[src/rtl/mips_run_ctrl.sv]
// mips_run_ctrl: session controller for the pipelined MIPS core.
// Streams a program image into core memory while the core is held in reset,
// runs the core until it retires HLT (or a cycle budget expires), then streams
// a range of architectural registers out over a valid/ready port.
//
// Ports:
//   clk1, rst                       clock, asynchronous active-high reset
//   start, load_len                 session request and number of words to load
//   dump_first, dump_last           inclusive register range to dump
//   in_valid, in_data, in_ready     program word stream (accepted in LOAD only)
//   mem_we, mem_addr, mem_wdata     core memory write port
//   core_rst, core_run              core pipeline reset and clock enable
//   halted                          core has retired HLT
//   reg_raddr, reg_rdata            combinational register debug read
//   out_valid, out_data, out_ready  register dump stream
//   busy, done, timeout_err         status: not idle, end pulse, sticky timeout
//   cycle_count                     RUN cycles of the current or last session
module mips_run_ctrl #(
  parameter int unsigned ADDR_W  = 10,
  parameter int unsigned TIMEOUT = 4096
) (
  input  logic              clk1,
  input  logic              rst,
  input  logic              start,
  input  logic [ADDR_W:0]   load_len,
  input  logic [4:0]        dump_first,
  input  logic [4:0]        dump_last,
  input  logic              in_valid,
  input  logic [31:0]       in_data,
  output logic              in_ready,
  output logic              mem_we,
  output logic [ADDR_W-1:0] mem_addr,
  output logic [31:0]       mem_wdata,
  output logic              core_rst,
  output logic              core_run,
  input  logic              halted,
  output logic [4:0]        reg_raddr,
  input  logic [31:0]       reg_rdata,
  output logic              out_valid,
  output logic [31:0]       out_data,
  input  logic              out_ready,
  output logic              busy,
  output logic              done,
  output logic              timeout_err,
  output logic [31:0]       cycle_count
);

  typedef enum logic [2:0] {StIdle, StLoad, StRun, StDump, StDone} state_e;

  // Largest loadable image: the whole memory.
  localparam logic [ADDR_W:0] MaxLen = {1'b1, {ADDR_W{1'b0}}};

  state_e            state_q, state_d;
  logic [ADDR_W:0]   len_q, len_d;
  logic [4:0]        first_q, first_d;
  logic [4:0]        last_q, last_d;
  logic [ADDR_W-1:0] ptr_q, ptr_d;
  logic [4:0]        rptr_q, rptr_d;
  logic [31:0]       cnt_q, cnt_d;
  logic              terr_q, terr_d;

  logic [31:0]       cnt_inc;
  logic              range_empty;

  assign cnt_inc     = cnt_q + 32'd1;
  assign range_empty = first_q > last_q;

  always_ff @(posedge clk1 or posedge rst) begin
    if (rst) begin
      state_q <= StIdle;
      len_q   <= '0;
      first_q <= '0;
      last_q  <= '0;
      ptr_q   <= '0;
      rptr_q  <= '0;
      cnt_q   <= '0;
      terr_q  <= 1'b0;
    end else begin
      state_q <= state_d;
      len_q   <= len_d;
      first_q <= first_d;
      last_q  <= last_d;
      ptr_q   <= ptr_d;
      rptr_q  <= rptr_d;
      cnt_q   <= cnt_d;
      terr_q  <= terr_d;
    end
  end

  always_comb begin
    state_d   = state_q;
    len_d     = len_q;
    first_d   = first_q;
    last_d    = last_q;
    ptr_d     = ptr_q;
    rptr_d    = rptr_q;
    cnt_d     = cnt_q;
    terr_d    = terr_q;

    in_ready  = 1'b0;
    mem_we    = 1'b0;
    mem_addr  = '0;
    mem_wdata = '0;
    core_rst  = 1'b1;
    core_run  = 1'b0;
    reg_raddr = '0;
    out_valid = 1'b0;
    out_data  = '0;
    done      = 1'b0;

    unique case (state_q)
      StIdle: begin
        if (start) begin
          len_d   = (load_len > MaxLen) ? MaxLen : load_len;
          first_d = dump_first;
          last_d  = dump_last;
          ptr_d   = '0;
          rptr_d  = dump_first;
          cnt_d   = '0;
          terr_d  = 1'b0;
          state_d = (load_len == '0) ? StRun : StLoad;
        end
      end

      StLoad: begin
        in_ready = 1'b1;
        if (in_valid) begin
          mem_we    = 1'b1;
          mem_addr  = ptr_q;
          mem_wdata = in_data;
          // At full-memory length this increment wraps the pointer to 0.
          ptr_d     = ptr_q + 1'b1;
          if ({1'b0, ptr_q} == len_q - 1'b1) begin
            state_d = StRun;
          end
        end
      end

      StRun: begin
        core_rst = 1'b0;
        core_run = 1'b1;
        // A halt in the same cycle as the budget expiring is not an error.
        if (halted) begin
          state_d = StDump;
        end else begin
          cnt_d = cnt_inc;
          if (cnt_inc == TIMEOUT) begin
            terr_d  = 1'b1;
            state_d = StDump;
          end
        end
      end

      StDump: begin
        // Core frozen but out of reset so the register file stays intact.
        core_rst = 1'b0;
        if (range_empty) begin
          state_d = StDone;
        end else begin
          reg_raddr = rptr_q;
          out_valid = 1'b1;
          out_data  = reg_rdata;
          if (out_ready) begin
            rptr_d = rptr_q + 1'b1;
            if (rptr_q == last_q) begin
              state_d = StDone;
            end
          end
        end
      end

      StDone: begin
        done    = 1'b1;
        state_d = StIdle;
      end

      default: state_d = StIdle;
    endcase
  end

  assign busy        = (state_q != StIdle);
  assign timeout_err = terr_q;
  assign cycle_count = cnt_q;

endmodule
[config.mk]
export PLATFORM = sky130hd
export DESIGN_NAME = mips_run_ctrl
export DESIGN_NICKNAME = d
export VERILOG_FILES = /design/src/rtl/mips_run_ctrl.sv
export SDC_FILE = /design/constraint.sdc
export NUM_CORES = 1
export LEC_CHECK = 0
export ABC_CLOCK_PERIOD_IN_PS = 2400
export CAP_MARGIN = 15
export CORE_MARGIN = 4
export CORE_UTILIZATION = 50
export DETAILED_ROUTE_END_ITERATION = 16
export DONT_BUFFER_PORTS = 1
export GPL_TIMING_DRIVEN = 0
export PLACE_DENSITY = 0.7
export SYNTH_ARGS = -nofsm -noshare
export SYNTH_HDL_FRONTEND = slang
export SYNTH_SLANG_ARGS = --single-unit
[constraint.sdc]
create_clock -name clk1 -period 2.4 [get_ports clk1]
set_input_delay 0.48 -clock clk1 [delete_from_list [all_inputs] [get_ports clk1]]
set_output_delay 0.48 -clock clk1 [all_outputs]
set_load 0.005 [all_outputs]
==> impl_metrics.ini, run 1 <==
[run_status]
outcome = finished, violations left
failed_checks = negative setup slack

[synthesis]
number_of_cells_produced_by_synthesis = 687
synth-seq-cells = 72
synthesis.area_per_instance_um2 = 7.93
synth_cell_types = 71
postSynth.asyncResetShare_pct = 100
synth_flop_cell = dfrtp_1
count_of_yosys_warnings_during_synthesis = 0
synth_seq_area_share_pct = 33.1
post_synth_main_area_contributors = dfrtp_1, and3_1, nand2_1
synth_top_cells_by_count = nand2_1, dfrtp_1, o21ai_0
number_of_enable_type_register_cells_in_the_synthesized_netlist = 0
syn_nets = 788
synth_largest_area_cell = dfrtp_1
synthesis.area_um2 = 5450
yosys.cell_count.top_type = nand2_1
netlist.area_leader.share_pct = 33.1

[placement]
detailedPlace.worstSlack_ns = -0.346
gpl.final_weighted_congestion = 0.974
dp_hpwl_mm = 12.9
count_of_buffers_inserted_at_the_top_level_ports = 0
placed_cells_incl_taps = 823

[setup_path]
worstPathRequired_ns = 1.92
critical-path-slowest-cell = dfrtp_1
cp_data_arrival_time_ns = 2.07
critPathBufInv = 3
critical_path_start_type = register
crit_chain = inv_2 -> ha_4 -> a21oi_4 -> o21ai_1 -> o22ai_1 -> nor2b_4 -> buf_8 -> buf_6 -> and2_4
critical_path.top_delay_family = flip-flops
worstSetupPathType = reg2out
timing.critical_path.to_type = output port
crit_path_max_incr_delay_ns = 0.41
worstPathMaxFanout = 8

[routing]
drt_first_pass_iters = 5
met2_wirelength_mm = 8.90
drt-met1-wl_mm = 6.87
route.final.wire_length_mm = 17.8
drc = 0
avgViaCountPerCell = 6.41
detail-route-antenna-nets = 0
average_wire_length_per_cell_after_detail_routing_um = 20.8
wl_met3_mm = 1.49
drt_iter0_markers = 456
route.top_layer_used = met4
vias = 5467

[flow_run]
drv.max_cap_violation_count = 0

[die]
die_w_um = 112
die_height_um = 112
design.die.area_um2 = 12600
ios = 210
core_region_area_um2 = 10500
num_rows = 37
start_util_pct = 52.1

[sta]
finalWorstPathRequiredPeriod_ns = 2.55
slew_violations = 0
timing.final.hold_violations = 0
fmax_mhz = 392
final_cycle_utilization_of_the_critical_path_pct = 106
worst_hold_slack_ns = 0.180
slew_headroom_pct = 40.2
tightestPinTransition_ns = 0.897
setup_repair_after_global_routing_missed_its_margin = yes
layout_setup_ws_ns = -0.152
fin_worst_skew_ns = 0.0113
final_setup_violation_count = 37

[clock_network]
cts_htree_levels = 3
cts_hold_buffers = 0
clk_transition_reported_paths_ns = 0.08
cts_root_buf = clkbuf_8
cts-root-to-sink-buffers = 2
cts_buffers = 9
clock_latency_ns = 0.37
tritoncts = yes
numClockSinks = 72

[layout]
layout.cells.non_filler = 853
drive_above_1_share_pct = 20.9
num-nets-final = 813
post-route-util_pct = 60.5
layout-area-overhead-vs-synth_pct = 16.2
diodes = 0

[pwr]
static-leakage-power_nw = 2.88
power-per-cell-area_nw_per_um2 = 734
max-vdd-ir-drop_v = 0.000494

[grt]
grt.overflow.total = 0
global_route_wire_length_before_repair_mm = 27.6
grt_start_max_net_pins = 73
groute.usage.overall_pct = 27.0
antenna_found_initial = 0
via_count_of_the_first_global_routing_pass = 5140

[min_path]
worst_min_delay_path_class = in2async
==> through the flow <==
stage	power (W)	instance area [um2]	setup TNS, ns
CTS	0.00458	6040	-4.74
global placement	0.00332	5620	-56.59
finish	0.00465	6330	-5.14
detailed placement	0.00339	5620	-8.83
global route	0.00500	6330	-11.09
floorplan	0.00297	5450	0
==> state kept, by name, summed over array words and instances (netlist names) <==
register     cells
cycle_count     32
rptr_q           5
len_q           11
state_q          3
ptr_q           10
first_q          5
timeout_err      1
last_q           5
==> power by group <==
group	switching (W)	internal, W	leakage (nW)
Combinational	0.00106	0.000820	1.83
Clock	0.000484	0.000511	0.0989
Sequential	0.000310	0.00146	0.954
Total	0.00186	0.00279	2.88
==> what timing repair did <==
item / 4_1_cts / 5_1_grt
gates cloned: 1 / 0
resized for setup: 41 / 93
pin swaps: 7 / 14
endpoints found under the setup margin: 101 / 122
buffers inserted: 7 / 9
==> layout make-up <==
class | instances | area (um2)
clock inverters | 6 | 67.6
multi-input cells | 542 | 3620
plain buffers | 52 | 314
clock buffers | 10 | 138
flip-flops and latches | 72 | 1810
repair buffers | 17 | 148
well taps | 136 | 170
fillers | 921 | 4130
inverters | 18 | 70.1
==> cell usage in the layout, fill, tap and decap left out, types with 4 or more instances in the layout <==
cell	netlist	layout
buf_8	0	4
nand4_1	25	25
clkbuf_2	1	14
buf_2	13	6
nand3_1	28	27
nor2_1	33	32
clkbuf_8	0	10
clkbuf_1	39	19
a31oi_1	16	16
buf_4	1	16
or3_1	7	6
dfrtp_2	0	6
xor2_1	14	14
nand2_1	78	76
buf_6	1	6
o31ai_1	14	13
and2_4	0	33
inv_1	18	15
o21ai_0	58	57
xnor2_1	13	13
a211oi_1	5	5
nor3_4	0	5
nand2b_1	4	4
nand3b_1	13	13
and2_1	44	11
nor4_1	9	7
nor3_1	21	17
a21oi_1	26	23
dfrtp_1	72	66
o21ai_1	3	4
ha_1	10	8
and3_1	50	50
and4_1	7	6
==> path summary, 6_finish.rpt <==
kind | from | to | slack (ns) | cells after the start
min in group clk1 | dump_first[2] | first_q[2]$_DFFE_PP0P_ | 0.21 | 2
worst max-delay path | last_q[4]$_DFFE_PP0P_ | out_data[3] | -0.15 | 9
worst min-delay path | rst | cycle_count[5]$_DFFE_PP0P_ | 0.18 | 1
max in group asynchronous | rst | cycle_count[13]$_DFFE_PP0P_ | 1.61 | 1
worst min register to register | first_q[0]$_DFFE_PP0P_ | first_q[0]$_DFFE_PP0P_ | 0.50 | 2
worst max register to register | cycle_count[1]$_DFFE_PP0P_ | timeout_err$_DFFE_PP0P_ | 0.12 | 9
==> cell families (layout without fill, tap and decap cells) <==
logic type / after synthesis / after routing / share of synthesized area, %
xor+xnor: 27 / 27 / 4.34
flops: 72 / 72 / 33.1
fa+ha+maj: 10 / 10 / 2.30
mux: 4 / 4 / 0.781
compound gates: 152 / 152 / 17.2
simple gates: 349 / 349 / 36.8
buf+inv: 73 / 103 / 5.56
==> worst reg2reg max path, cell delays in order, from the launching register on <==
cell and delay [ns]:
dfrtp_2 0.47, ha_1 0.17, buf_4 0.16, nand2_4 0.11, or3_4 0.41, nor3_2 0.22, o32a_1 0.15, and4_1 0.21
nand4_1 0.15, o21ai_1 0.15
==> routing by layer <==
layer	vias to the layer above	GRT usage, %
li1	2546	-
met2	277	45.1
met5	-	0
met1	2595	33.6
met4	0	8.73
met3	49	7.71
Power figures use the tool's default switching activity.
==> inputs of run 2 (changes only) <==
--- a/config.mk
+++ b/config.mk
@@ -5,7 +5,7 @@
 export SDC_FILE = /design/constraint.sdc
 export NUM_CORES = 1
 export LEC_CHECK = 0
-export ABC_CLOCK_PERIOD_IN_PS = 2400
+export ABC_CLOCK_PERIOD_IN_PS = 2070
 export CAP_MARGIN = 15
 export CORE_MARGIN = 4
 export CORE_UTILIZATION = 50
==> constraint.sdc (replaced) <==
create_clock -name clk1 -period 2.07 [get_ports clk1]
set_input_delay 0.414 -clock clk1 [delete_from_list [all_inputs] [get_ports clk1]]
set_output_delay 0.414 -clock clk1 [all_outputs]
set_load 0.005 [all_outputs]
==> impl_metrics.ini, run 2 (same netlist as run 1, synthesis figures left out) <==
[clock_network]
cts_htree_levels = 3
cts_root_buf = clkbuf_8
tritoncts = yes
clk_transition_reported_paths_ns = 0.08
clock_latency_ns = 0.37
cts_buffers = 9
cts-root-to-sink-buffers = 2
numClockSinks = 72

[die]
design.die.area_um2 = 12600
die_w_um = 112
ios = 210
start_util_pct = 52.1
die_height_um = 112
core_region_area_um2 = 10500
num_rows = 37

[placement]
dp_hpwl_mm = 13.2
gpl.final_weighted_congestion = 1.00
count_of_buffers_inserted_at_the_top_level_ports = 0
placed_cells_incl_taps = 825

[sta]
setup_repair_after_global_routing_missed_its_margin = yes
layout_setup_ws_ns = -0.449
tightestPinTransition_ns = 0.627
final_setup_violation_count = 75
slew_violations = 0
fmax_mhz = 397
slew_headroom_pct = 58.2
fin_worst_skew_ns = 0.00991
timing.final.hold_violations = 0
finalWorstPathRequiredPeriod_ns = 2.52
final_cycle_utilization_of_the_critical_path_pct = 122

[layout]
final_common_cell = nand2_1
final.fill_count = 888
multi_input_comb_area_um2 = 3800
diodes = 0
largest_register_ffs = 32
highest_count_cells_in_the_layout_ignoring_fill_and_taps = nand2_1, dfrtp_1, o21ai_0
post-route-util_pct = 66.6
num-nets-final = 848
seq_area_um2 = 1820
drive_above_1_share_pct = 29.5
layout.cells.non_filler = 888
layout-area-overhead-vs-synth_pct = 27.8

[setup_path]
critical-path-slowest-cell = dfrtp_1
crit_path_max_incr_delay_ns = 0.41
worstPathMaxFanout = 5
worstPathRequired_ns = 1.66
worst_r2r_path_depth = 9
timing.critical_path.to_type = output port
r2r_setup_slack_ns = -0.21
critical_path_start_type = register
worstSetupPathType = reg2out
cp_data_arrival_time_ns = 2.11
crit_chain = inv_2 -> ha_4 -> a21oi_2 -> o21ai_1 -> o22ai_1 -> nor2b_4 -> buf_8 -> clkbuf_16 -> and2_4

[grt]
grt_start_max_net_pins = 30
antenna_found_initial = 0
via_count_of_the_first_global_routing_pass = 5403
groute.usage.overall_pct = 27.9
global_route_wire_length_before_repair_mm = 28.6
grt.overflow.total = 0

[routing]
route.top_layer_used = met4
drt_iter0_markers = 449
average_wire_length_per_cell_after_detail_routing_um = 21.1
detail-route-antenna-nets = 0
drt_first_pass_iters = 5
drc = 0
vias = 5638
route.final.wire_length_mm = 18.8
met2_wirelength_mm = 9.62
drt-met1-wl_mm = 7.31
wl_met3_mm = 1.36
avgViaCountPerCell = 6.35

[flow_run]
drv.max_cap_violation_count = 0

[run_status]
failed_checks = negative setup slack
outcome = finished, violations left

[min_path]
min_path_cells = 2
worst_min_delay_path_class = in2reg

[pwr]
static-leakage-power_nw = 3.12
power-per-cell-area_nw_per_um2 = 875
max-vdd-ir-drop_v = 0.000563
total_chip_power_w = 0.00609
==> run 2: changes by cell type in the layout (fill, tap and decap cells not counted), sizes merged <==
cell | before | now
dlygate4sd3 | 0 | 1
buf | 33 | 73
clkinv | 2 | 3
bufinv | 1 | 2
clkbuf | 46 | 39
inv | 19 | 18
==> run 2: final timing paths <==
path | from | to
min reg2reg | first_q[0]$_DFFE_PP0P_ | first_q[0]$_DFFE_PP0P_
min in group asynchronous | rst | cycle_count[3]$_DFFE_PP0P_
max in group asynchronous | rst | state_q[1]$_DFFE_PP0P_
min | dump_first[3] | first_q[3]$_DFFE_PP0P_
max reg2reg | cycle_count[19]$_DFFE_PP0P_ | state_q[0]$_DFFE_PP0P_
max | last_q[4]$_DFFE_PP0P_ | out_data[11]
==> run 2: what timing repair did <==
action / in CTS / in global routing
setup buffers: 34 / 12
gates resized for setup: 123 / 76
gates cloned: 4 / 2
setup endpoints to repair: 150 / 128
endpoints found under the hold margin: 22 / 0
pin swaps: 25 / 30
hold buffers: 1 / 0
==> run 2: area by class of cell <==
class                   instances  area share, %
multi-input cells             542           54.6
flip-flops and latches         72           26.1
repair buffers                 53           7.06
plain buffers                  51           5.69
well taps                     136           2.44
clock buffers                   9           1.78
clock inverters                 7           1.37
inverters                      18           1.02
==> run 2: through the flow <==
| step | worst slack [ns] | setup TNS, ns | hold WS [ns] | area [um2] |
|---|---|---|---|---|
| after CTS | -0.379 | -14.39 | 0.121 | 6660 |
| after floorplan | 0.00624 | 0 | 0.450 | 5460 |
| final | -0.449 | -19.07 | 0.141 | 6970 |
| after detailed placement | -0.497 | -23.15 | 0.359 | 5680 |
| after global placement | -0.445 | -17.34 | 0.470 | 5630 |
| after global routing | -0.536 | -26.12 | 0.127 | 6970 |
==> run 2: where the power goes <==
| part | switching (W) | internal [W] | leakage [nW] |
|---|---|---|---|
| clock network | 0.000576 | 0.000680 | 0.110 |
| registers | 0.000391 | 0.00169 | 0.946 |
| logic | 0.00140 | 0.00135 | 2.06 |
| total | 0.00237 | 0.00372 | 3.12 |
==> run 2: per-layer routing <==
metal | vias to the layer above | GRT usage (%)
li1 | 2614 | -
met1 | 2723 | 34.1
met5 | - | 0
met4 | 0 | 9.38
met3 | 41 | 7.06
met2 | 260 | 48.1
==> run 2: critical path: cells and delay by family (launching register included) <==
family          cells  cell delay, ns
compound gates      3            0.37
flops               1            0.41
fa+ha+maj           1            0.21
simple gates        2            0.37
buf+inv             3            0.37
